[src/rtl/timing_adapter_fifo_param_if.sv]
// Ready/valid stream bundle between an upstream producer, the FIFO and a downstream consumer.
// Handshake: a word moves on a rising edge exactly when valid and ready are both high; valid
// never waits on ready, and a producer seeing valid && !ready must hold its word unchanged.
interface timing_adapter_fifo_param_if #(
  parameter int DATA_WIDTH = 37
) ();
  logic                  in_valid;
  logic [DATA_WIDTH-1:0] in_data;
  logic                  in_ready;
  logic                  out_valid;
  logic [DATA_WIDTH-1:0] out_data;
  logic                  out_ready;

  modport master (
    output in_valid, in_data, out_ready,
    input  in_ready, out_valid, out_data
  );

  modport slave (
    input  in_valid, in_data, out_ready,
    output in_ready, out_valid, out_data
  );
endinterface

[src/rtl/timing_adapter_fifo_param.sv]
// Parametrised show-ahead ready/valid FIFO with synchronous flush, almost-full/empty flags
// and a high-water-mark monitor. Pointers carry one extra wrap bit to tell full from empty.
module timing_adapter_fifo_param #(
  parameter int DATA_WIDTH      = 37,
  parameter int ADDR_WIDTH      = 3,
  parameter int ALMOST_FULL_TH  = (2 ** ADDR_WIDTH) - 2,
  parameter int ALMOST_EMPTY_TH = 1
) (
  input  logic                       clk,
  input  logic                       reset,
  input  logic                       flush,
  timing_adapter_fifo_param_if.slave bus,
  output logic [ADDR_WIDTH:0]        fill_level,
  output logic                       almost_full,
  output logic                       almost_empty,
  output logic [ADDR_WIDTH:0]        high_water
);
  localparam int DEPTH = 2 ** ADDR_WIDTH;
  localparam logic [ADDR_WIDTH:0] DEPTH_W = {1'b1, {ADDR_WIDTH{1'b0}}};
  localparam logic [31:0] AF_TH = ALMOST_FULL_TH;
  localparam logic [31:0] AE_TH = ALMOST_EMPTY_TH;

  logic [DATA_WIDTH-1:0] mem_q [DEPTH];
  logic [ADDR_WIDTH:0]   wr_ptr_q, wr_ptr_d;
  logic [ADDR_WIDTH:0]   rd_ptr_q, rd_ptr_d;
  logic [ADDR_WIDTH:0]   high_water_q, high_water_d;
  logic [ADDR_WIDTH:0]   fill_next;
  logic [31:0]           fill_wide;
  logic                  full;
  logic                  empty;
  logic                  do_wr;
  logic                  do_rd;

  always_comb begin
    fill_level = wr_ptr_q - rd_ptr_q;
    fill_wide  = {{(31 - ADDR_WIDTH){1'b0}}, fill_level};
    full       = (fill_level == DEPTH_W);
    empty      = (fill_level == '0);

    // Full blocks a write even when a read happens on the same edge: no pass-through.
    bus.in_ready  = !full && !flush;
    bus.out_valid = !empty;
    bus.out_data  = mem_q[rd_ptr_q[ADDR_WIDTH-1:0]];

    do_wr = bus.in_valid && bus.in_ready;
    do_rd = bus.out_valid && bus.out_ready && !flush;

    almost_full  = (fill_wide >= AF_TH);
    almost_empty = (fill_wide <= AE_TH);
    high_water   = high_water_q;
  end

  always_comb begin
    wr_ptr_d     = wr_ptr_q + {{ADDR_WIDTH{1'b0}}, do_wr};
    rd_ptr_d     = rd_ptr_q + {{ADDR_WIDTH{1'b0}}, do_rd};
    high_water_d = high_water_q;
    if (flush) begin
      wr_ptr_d = '0;
      rd_ptr_d = '0;
    end
    fill_next = wr_ptr_d - rd_ptr_d;
    if (flush) begin
      high_water_d = '0;
    end else if (fill_next > high_water_q) begin
      high_water_d = fill_next;
    end
  end

  always_ff @(posedge clk or posedge reset) begin
    if (reset) begin
      wr_ptr_q     <= '0;
      rd_ptr_q     <= '0;
      high_water_q <= '0;
    end else begin
      wr_ptr_q     <= wr_ptr_d;
      rd_ptr_q     <= rd_ptr_d;
      high_water_q <= high_water_d;
    end
  end

  // Storage is deliberately not reset or flushed; only the pointers define validity.
  always_ff @(posedge clk) begin
    if (do_wr) begin
      mem_q[wr_ptr_q[ADDR_WIDTH-1:0]] <= bus.in_data;
    end
  end
endmodule

[src/flat_wrapper.sv]
// flat-port wrapper written by rule: the top's interface ports become plain ports
module timing_adapter_fifo_param_flat 
#(
  parameter int DATA_WIDTH      = 37,
  parameter int ADDR_WIDTH      = 3,
  parameter int ALMOST_FULL_TH  = (2 ** ADDR_WIDTH) - 2,
  parameter int ALMOST_EMPTY_TH = 1
)
  (clk, reset, flush, fill_level, almost_full, almost_empty, high_water, bus_in_valid, bus_in_data, bus_out_ready, bus_in_ready, bus_out_valid, bus_out_data);
  timing_adapter_fifo_param_if #(.DATA_WIDTH(DATA_WIDTH)) bus_i ();
  input  logic clk;
  input  logic reset;
  input  logic flush;
  output logic [ADDR_WIDTH:0] fill_level;
  output logic almost_full;
  output logic almost_empty;
  output logic [ADDR_WIDTH:0] high_water;
  input wire logic [$bits(bus_i.in_valid)-1:0] bus_in_valid;
  input wire logic [$bits(bus_i.in_data)-1:0] bus_in_data;
  input wire logic [$bits(bus_i.out_ready)-1:0] bus_out_ready;
  output wire logic [$bits(bus_i.in_ready)-1:0] bus_in_ready;
  output wire logic [$bits(bus_i.out_valid)-1:0] bus_out_valid;
  output wire logic [$bits(bus_i.out_data)-1:0] bus_out_data;
  assign bus_i.in_valid = bus_in_valid;
  assign bus_i.in_data = bus_in_data;
  assign bus_i.out_ready = bus_out_ready;
  assign bus_in_ready = bus_i.in_ready;
  assign bus_out_valid = bus_i.out_valid;
  assign bus_out_data = bus_i.out_data;
  timing_adapter_fifo_param #(.DATA_WIDTH(DATA_WIDTH), .ADDR_WIDTH(ADDR_WIDTH), .ALMOST_FULL_TH(ALMOST_FULL_TH), .ALMOST_EMPTY_TH(ALMOST_EMPTY_TH)) u_core (.clk(clk), .reset(reset), .flush(flush), .bus(bus_i), .fill_level(fill_level), .almost_full(almost_full), .almost_empty(almost_empty), .high_water(high_water));
endmodule
[config.mk]
export PLATFORM = sky130hd
export DESIGN_NAME = timing_adapter_fifo_param_flat
export DESIGN_NICKNAME = d
export VERILOG_FILES = /design/src/rtl/timing_adapter_fifo_param_if.sv /design/src/rtl/timing_adapter_fifo_param.sv /design/src/flat_wrapper.sv
export SDC_FILE = /design/constraint.sdc
export NUM_CORES = 1
export LEC_CHECK = 0
export BUFFER_PORTS_ARGS = -buffer_cell sky130_fd_sc_hd__buf_4
export CAP_MARGIN = 10
export CORE_MARGIN = 10
export CORE_UTILIZATION = 35
export CTS_BUF_LIST = sky130_fd_sc_hd__clkbuf_8
export DETAILED_ROUTE_END_ITERATION = 8
export PLACE_DENSITY_LB_ADDON = 0.12
export SYNTH_ARGS = -nofsm -noshare
export SYNTH_HDL_FRONTEND = slang
export SYNTH_SLANG_ARGS = --single-unit
[constraint.sdc]
create_clock -name clk -period 14.1 [get_ports clk]
set_input_delay 0.705 -clock clk [delete_from_list [all_inputs] [get_ports clk]]
set_output_delay 0.705 -clock clk [all_outputs]
set_load 0.1 [all_outputs]
==> flow_metrics.env, run 1 <==
export IMPL_skew_ps=20.0
export IMPL_power_density_nw_per_um2=161
export IMPL_synth_avg_cell_area_sq_um=19.6
export IMPL_synthTopCellsByArea="edfxtp_1 (73%), mux4_2 (14%), nand2_1 (3.6%)"
export IMPL_cts_inserted_buffers=51
export IMPL_grt_overflow_total=0
export IMPL_wl_per_cell_um=21.1
export IMPL_postCtsSetupBuffers=0
export IMPL_drv_cap=0
export IMPL_numClockSinks=308
export IMPL_tns_ps=0
export IMPL_core_area_sq_um=34400
export IMPL_grt_usage=0.123
export IMPL_first_pass_iters=4
export IMPL_cts_buffer_depth=3
export IMPL_cts_root_buffer="clkbuf_8"
export IMPL_ioPinCount=91
export IMPL_asyncSetResetFlopFracSynth=0.0390
export IMPL_min_path_type="in2async"
export IMPL_yosys_area_top_type_share=0.734
export IMPL_yosysWarnings=0
export IMPL_fmax_mhz=168
export IMPL_grt_pass1_vias=6598
export IMPL_period_minus_slack_ps=5960
export IMPL_crit_type="reg2reg"
export IMPL_p_leak_uw=0.00491
export IMPL_die_y_um=206
export IMPL_port_buffers=90
export IMPL_yosysSeqAreaShare=0.758
export IMPL_place_area_sq_um=13300
export IMPL_syn_nets=677
export IMPL_ys_types=34
export IMPL_rsz0062_at_grt="no"
export IMPL_dp_hpwl_um=14000
export IMPL_cp_data_required_time_ps=14550
export IMPL_final_fill_count=3126
export IMPL_fin_crit_sh=0.423
export IMPL_cts_hold_buf=0
export IMPL_finalHoldViolCount=0
export IMPL_drc=0
export IMPL_setup_viol=0
export IMPL_dp_cells=1148
export IMPL_antenna_found_initial=1
export IMPL_arrival_ps=6410
export IMPL_start_kind="register"
export IMPL_yosys_top_cells_count="edfxtp_1 (296), nand2_1 (116), mux4_2 (74)"
export IMPL_rows=68
export IMPL_die_area_sq_um=42500
export IMPL_netlist_area_sq_um=12100
export IMPL_worstSkewPairLatency_ps=570
export IMPL_yosysTopAreaCell="edfxtp_1"
export IMPL_drtIter0Drc=260
export IMPL_final_cells=1238
export IMPL_status="finished, final reports clean"
export IMPL_slew_violations=0
export IMPL_synthFlopType="edfxtp_1"
export IMPL_cts_tree="done"
export IMPL_synth_seq_cells=308
export IMPL_drive_gt1_frac=0.318
export IMPL_regArea_sq_um=9200
export IMPL_htreeDepth=2
export IMPL_cp_max_fo=40
export IMPL_die_x_um=206
export IMPL_finish_instance_area_sq_um=14200
export IMPL_endpoint_kind="register"
export IMPL_ant_nets=0
export IMPL_area_growth_pct=17.3
export IMPL_fin_util=0.413
export IMPL_worst_pin_slew_ps=933
export IMPL_ctsResizeCount=0
export IMPL_grt_start_max_net_pins=43
export IMPL_synth_most_common_cell="edfxtp_1"
export IMPL_ir_drop_uv=169
export IMPL_grt_pass1_wl_um=39600
export IMPL_initial_core_util=0.353
export IMPL_slew_headroom=0.377
export IMPL_synth_edf_count=296
export IMPL_clk_pin_slew_ps=60
export IMPL_final_nets=804
export IMPL_multiInputGateArea_sq_um=2750
export IMPL_place_congestion=0.762
export IMPL_routed_via_density=4.82
export IMPL_postRouteWirelength_um=26100
export IMPL_via_count=5961
export IMPL_synth_cells=619
## flip-flops by register name, indices dropped and copies added (netlist names)
signal,flops
u_core.mem_q,296
u_core.high_water,4
u_core.rd_ptr_q,4
u_core.wr_ptr_q,4
## power by group
group          switching [uW]  leakage (uW)  internal [uW]  total (uW)
Sequential               27.0       0.00283           1030        1050
Clock                     328      0.000508            335         664
Combinational             411       0.00156            167         578
## cell usage in the layout (no fill, tap or decap), types with 3 or more instances in the layout
master,n
a21oi_1,5
buf_4,101
clkbuf_8,51
clkinv_1,14
clkinv_2,5
dfrtp_1,9
edfxtp_1,296
ha_1,14
inv_1,34
mux2i_1,3
mux4_2,74
nand2_1,116
nand2b_1,5
nor2_1,9
nor2b_1,7
xnor2_1,4
## final cells by class
cell class / count / share of cell area
antenna: 1 / 0.000176
timing repair buffer: 101 / 0.0533
tap: 455 / 0.0401
multi-input combinational: 265 / 0.194
clock inverter: 38 / 0.0112
clock buffer: 51 / 0.0494
inverter: 19 / 0.00502
sequential: 308 / 0.647
## kinds of logic (layout without fill, tap and decap cells)
logic type	Yosys count	after routing	share of synthesized area
other cells	0	1	0
buf+inv	46	209	0.0152
xor+xnor	6	6	0.00434
simple gates	153	153	0.0559
compound gates	12	12	0.00764
fa+ha+maj	16	16	0.0178
mux	78	78	0.141
flops	308	308	0.758
## metrics by stage
stage / hold WS, ps / power (uW) / setup slack (ps)
floorplan: 570 / 1530 / 7540
global placement: 549 / 1650 / 8290
detailed placement: 551 / 1660 / 8050
CTS: 145 / 2330 / 8050
global route: 174 / 2400 / 7690
finish: 171 / 2290 / 8140
## path summary, 6_finish.rpt
path | start | end | slack [ps] | depth (start not counted)
hold reg to reg | u_core.high_water[2] | u_core.high_water[2] | 560 | 2
min in group clk | bus_in_data[31] | u_core.mem_q[6][31] | 360 | 1
hold / removal | reset | u_core.high_water[0] | 170 | 2
setup reg to reg | u_core.rd_ptr_q[2] | u_core.high_water[0] | 8140 | 20
max in group asynchronous | reset | u_core.rd_ptr_q[0] | 13540 | 2
setup / recovery | u_core.rd_ptr_q[2] | u_core.high_water[0] | 8140 | 20
## worst max-delay path: stages, from the launching register on
cell      delay (ps)
dfrtp_2          330
buf_4            510
inv_2            560
ha_1             490
xor2_1           210
nor3_1           450
a311oi_4         220
ha_1             260
ha_1             270
nor2b_1          220
ha_1             260
nor2b_1          120
o21ai_0          200
and3_1           200
nor2_1            70
xnor2_1          180
ha_1             290
and4_1           200
a21oi_1          490
mux2i_1          260
nor2_1            60
## layer usage
layer	up-vias	routed length [um]	track usage
met5	-	0	0
met4	0	497	0.0360
met3	49	1680	0.0335
met2	151	12800	0.203
met1	3073	11200	0.157
li1	2688	-	-
Power figures use the tool's default switching activity.
==> run 2: changes to the inputs <==
--- a/config.mk
+++ b/config.mk
@@ -5,6 +5,7 @@
 export SDC_FILE = /design/constraint.sdc
 export NUM_CORES = 1
 export LEC_CHECK = 0
+export ABC_AREA = 1
 export BUFFER_PORTS_ARGS = -buffer_cell sky130_fd_sc_hd__buf_4
 export CAP_MARGIN = 10
 export CORE_MARGIN = 10
==> constraint.sdc (replaced) <==
create_clock -name clk -period 5.4 [get_ports clk]
set_input_delay 0.27 -clock clk [delete_from_list [all_inputs] [get_ports clk]]
set_output_delay 0.27 -clock clk [all_outputs]
set_load 0.1 [all_outputs]
==> flow_metrics.env, run 2 <==
export IMPL_first_pass_iters=4
export IMPL_worst_pin_slew_ps=1150
export IMPL_dp_hpwl_um=15900
export IMPL_cts_buffer_depth=3
export IMPL_fin_crit_sh=0.860
export IMPL_rows=69
export IMPL_via_count=7844
export IMPL_die_area_sq_um=44100
export IMPL_setup_viol=0
export IMPL_drc=0
export IMPL_grt_pass1_vias=8086
export IMPL_endpoint_kind="register"
export IMPL_drive_gt1_frac=0.186
export IMPL_place_congestion=0.711
export IMPL_slew_violations=0
export IMPL_worstSkewPairLatency_ps=570
export IMPL_antenna_found_initial=2
export IMPL_asyncSetResetFlopFracSynth=0.0390
export IMPL_reg2reg_slack_ps=760
export IMPL_ctsResizeCount=0
export IMPL_mostFrequentLayoutCell="edfxtp_1"
export IMPL_grt_usage=0.138
export IMPL_cts_root_buffer="clkbuf_8"
export IMPL_synthFlopType="edfxtp_1"
export IMPL_core_area_sq_um=35600
export IMPL_power_density_nw_per_um2=425
export IMPL_yosysTopAreaCell="edfxtp_1"
export IMPL_fmax_mhz=215
export IMPL_layout_common_cells="edfxtp_1 (296), nor2_1 (156), nand2_1 (140), buf_4 (105), o21ai_0 (102)"
export IMPL_start_kind="register"
export IMPL_cts_hold_buf=39
export IMPL_layout_setup_ws_ps=756
export IMPL_min_path_type="in2reg"
export IMPL_yosys_area_top_type_share=0.704
export IMPL_largest_register_ff_count=296
export IMPL_status="finished, final reports clean"
export IMPL_die_y_um=210
export IMPL_clk_pin_slew_ps=60
export IMPL_drv_cap=0
export IMPL_ir_drop_uv=349
export IMPL_crit_type="reg2reg"
export IMPL_cts_inserted_buffers=52
export IMPL_ioPinCount=91
export IMPL_wl_per_cell_um=19.2
export IMPL_rsz0062_at_grt="no"
export IMPL_area_growth_pct=18.4
export IMPL_final_fill_count=3387
export IMPL_synth_seq_cells=308
export IMPL_yosys_top_cells_count="edfxtp_1 (296), nor2_1 (156), nand2_1 (140)"
export IMPL_postCtsSetupBuffers=0
export IMPL_drtIter0Drc=414
export IMPL_cp_max_fo=9
export IMPL_place_ws_ps=797
export IMPL_postRouteWirelength_um=30900
export IMPL_initial_core_util=0.355
export IMPL_numClockSinks=308
export IMPL_tns_ps=0
export IMPL_htreeDepth=2
export IMPL_yosysSeqAreaShare=0.728
export IMPL_port_buffers=90
export IMPL_synthTopCellsByArea="edfxtp_1 (70%), nor2_1 (4.6%), nand2_1 (4.2%)"
export IMPL_ant_nets=0
export IMPL_p_leak_uw=0.00542
export IMPL_synth_cells=976
export IMPL_grt_start_max_net_pins=86
export IMPL_synth_avg_cell_area_sq_um=12.9
export IMPL_period_minus_slack_ps=4640
export IMPL_finalPower_uw=6350
export IMPL_grt_overflow_total=0
export IMPL_arrival_ps=5130
export IMPL_syn_nets=1034
export IMPL_cts_tree="done"
export IMPL_synth_most_common_cell="edfxtp_1"
export IMPL_skew_ps=16.2
export IMPL_cp_data_required_time_ps=5890
export IMPL_synth_edf_count=296
export IMPL_netlist_area_sq_um=12600
export IMPL_finalHoldViolCount=0
export IMPL_slew_headroom=0.232
export IMPL_die_x_um=210
export IMPL_routed_via_density=4.87
export IMPL_final_nets=1174
export IMPL_ys_types=36
export IMPL_yosysWarnings=0
export IMPL_grt_pass1_wl_um=47700
-- run 2: cell types whose count changed after synthesis, moves of 19 or more --
cell     change
o22ai_1     +74
o21ai_0    +101
o21ai_1     +19
mux4_2      -74
nand2_1     +24
nor2_1     +147
o21ai_2     +29
-- run 2: path summary, 6_finish.rpt --
| check | from | endpoint | cells after the start |
|---|---|---|---|
| hold / removal | bus_out_ready | u_core.rd_ptr_q[0] | 6 |
| max in group asynchronous | reset | u_core.rd_ptr_q[0] | 3 |
| min in group asynchronous | reset | u_core.high_water[2] | 3 |
| setup reg to reg | u_core.wr_ptr_q[0] | u_core.high_water[1] | 26 |
| hold reg to reg | u_core.high_water[1] | u_core.high_water[1] | 2 |
| setup / recovery | u_core.wr_ptr_q[0] | u_core.high_water[1] | 26 |
-- run 2: critical path, cell delays in order (launching register included) --
cell      delay (ps)
dfrtp_1          440
inv_1            150
ha_1             160
inv_1             60
fa_1             440
xor2_4           190
nor3_1           280
nand2_2          130
nand3_4          220
inv_2             50
ha_1             220
ha_1             280
nand2_1          100
inv_1             60
ha_1             270
inv_1             30
o21bai_1         110
a21oi_1           90
nand3b_1         180
and2_1           160
ha_1             310
nand2_1           60
o21ai_1          120
nand2_1          130
nor2_1           190
nand2_1           70
o21ai_1           80
-- run 2: kinds of logic after synthesis --
kind of cell,count (synthesis),share of synthesized area
buffers and inverters,89,0.0401
adder cells (fa/ha/maj),16,0.0170
XOR/XNOR,5,0.00466
flip-flops,308,0.728
AO/OA/AOI/OAI,231,0.108
AND/OR/NAND/NOR,327,0.103
-- run 2: stage by stage --
step / cells / util / area, sq um / hold slack [ps]
after floorplan: 976 / - / 12700 / 135
after global placement: 1484 / 0.385 / 13700 / 341
after detailed placement: 1484 / 0.385 / 13700 / 339
after CTS: 1609 / 0.420 / 14900 / 263
after global routing: 1611 / 0.420 / 15000 / 322
final: 1611 / 0.420 / 15000 / 280
-- run 2: final cells by class --
type | count | area [sq um] | share of cell area
flip-flops and latches | 308 | 9200 | 0.615
multi-input cells | 579 | 3000 | 0.201
repair buffers | 145 | 1200 | 0.0802
clock buffers | 52 | 716 | 0.0479
well taps | 461 | 577 | 0.0386
clock inverters | 34 | 140 | 0.00937
inverters | 30 | 116 | 0.00778
diodes | 2 | 5.00 | 0.000335
-- run 2: metal layers --
metal | wire, um | global-route usage | vias to the layer above
met5 | 0 | 0 | -
met4 | 585 | 0.0380 | 0
met3 | 1140 | 0.0290 | 45
met2 | 15500 | 0.242 | 124
met1 | 13700 | 0.170 | 3864
li1 | - | - | 3811
-- run 2: power breakdown --
part | internal (uW) | leakage (uW) | total (uW) | switching [uW]
clock | 885 | 0.000511 | 1770 | 883
sequential | 2680 | 0.00283 | 2700 | 20.2
combinational | 413 | 0.00208 | 1890 | 1470
total | 3980 | 0.00542 | 6350 | 2370
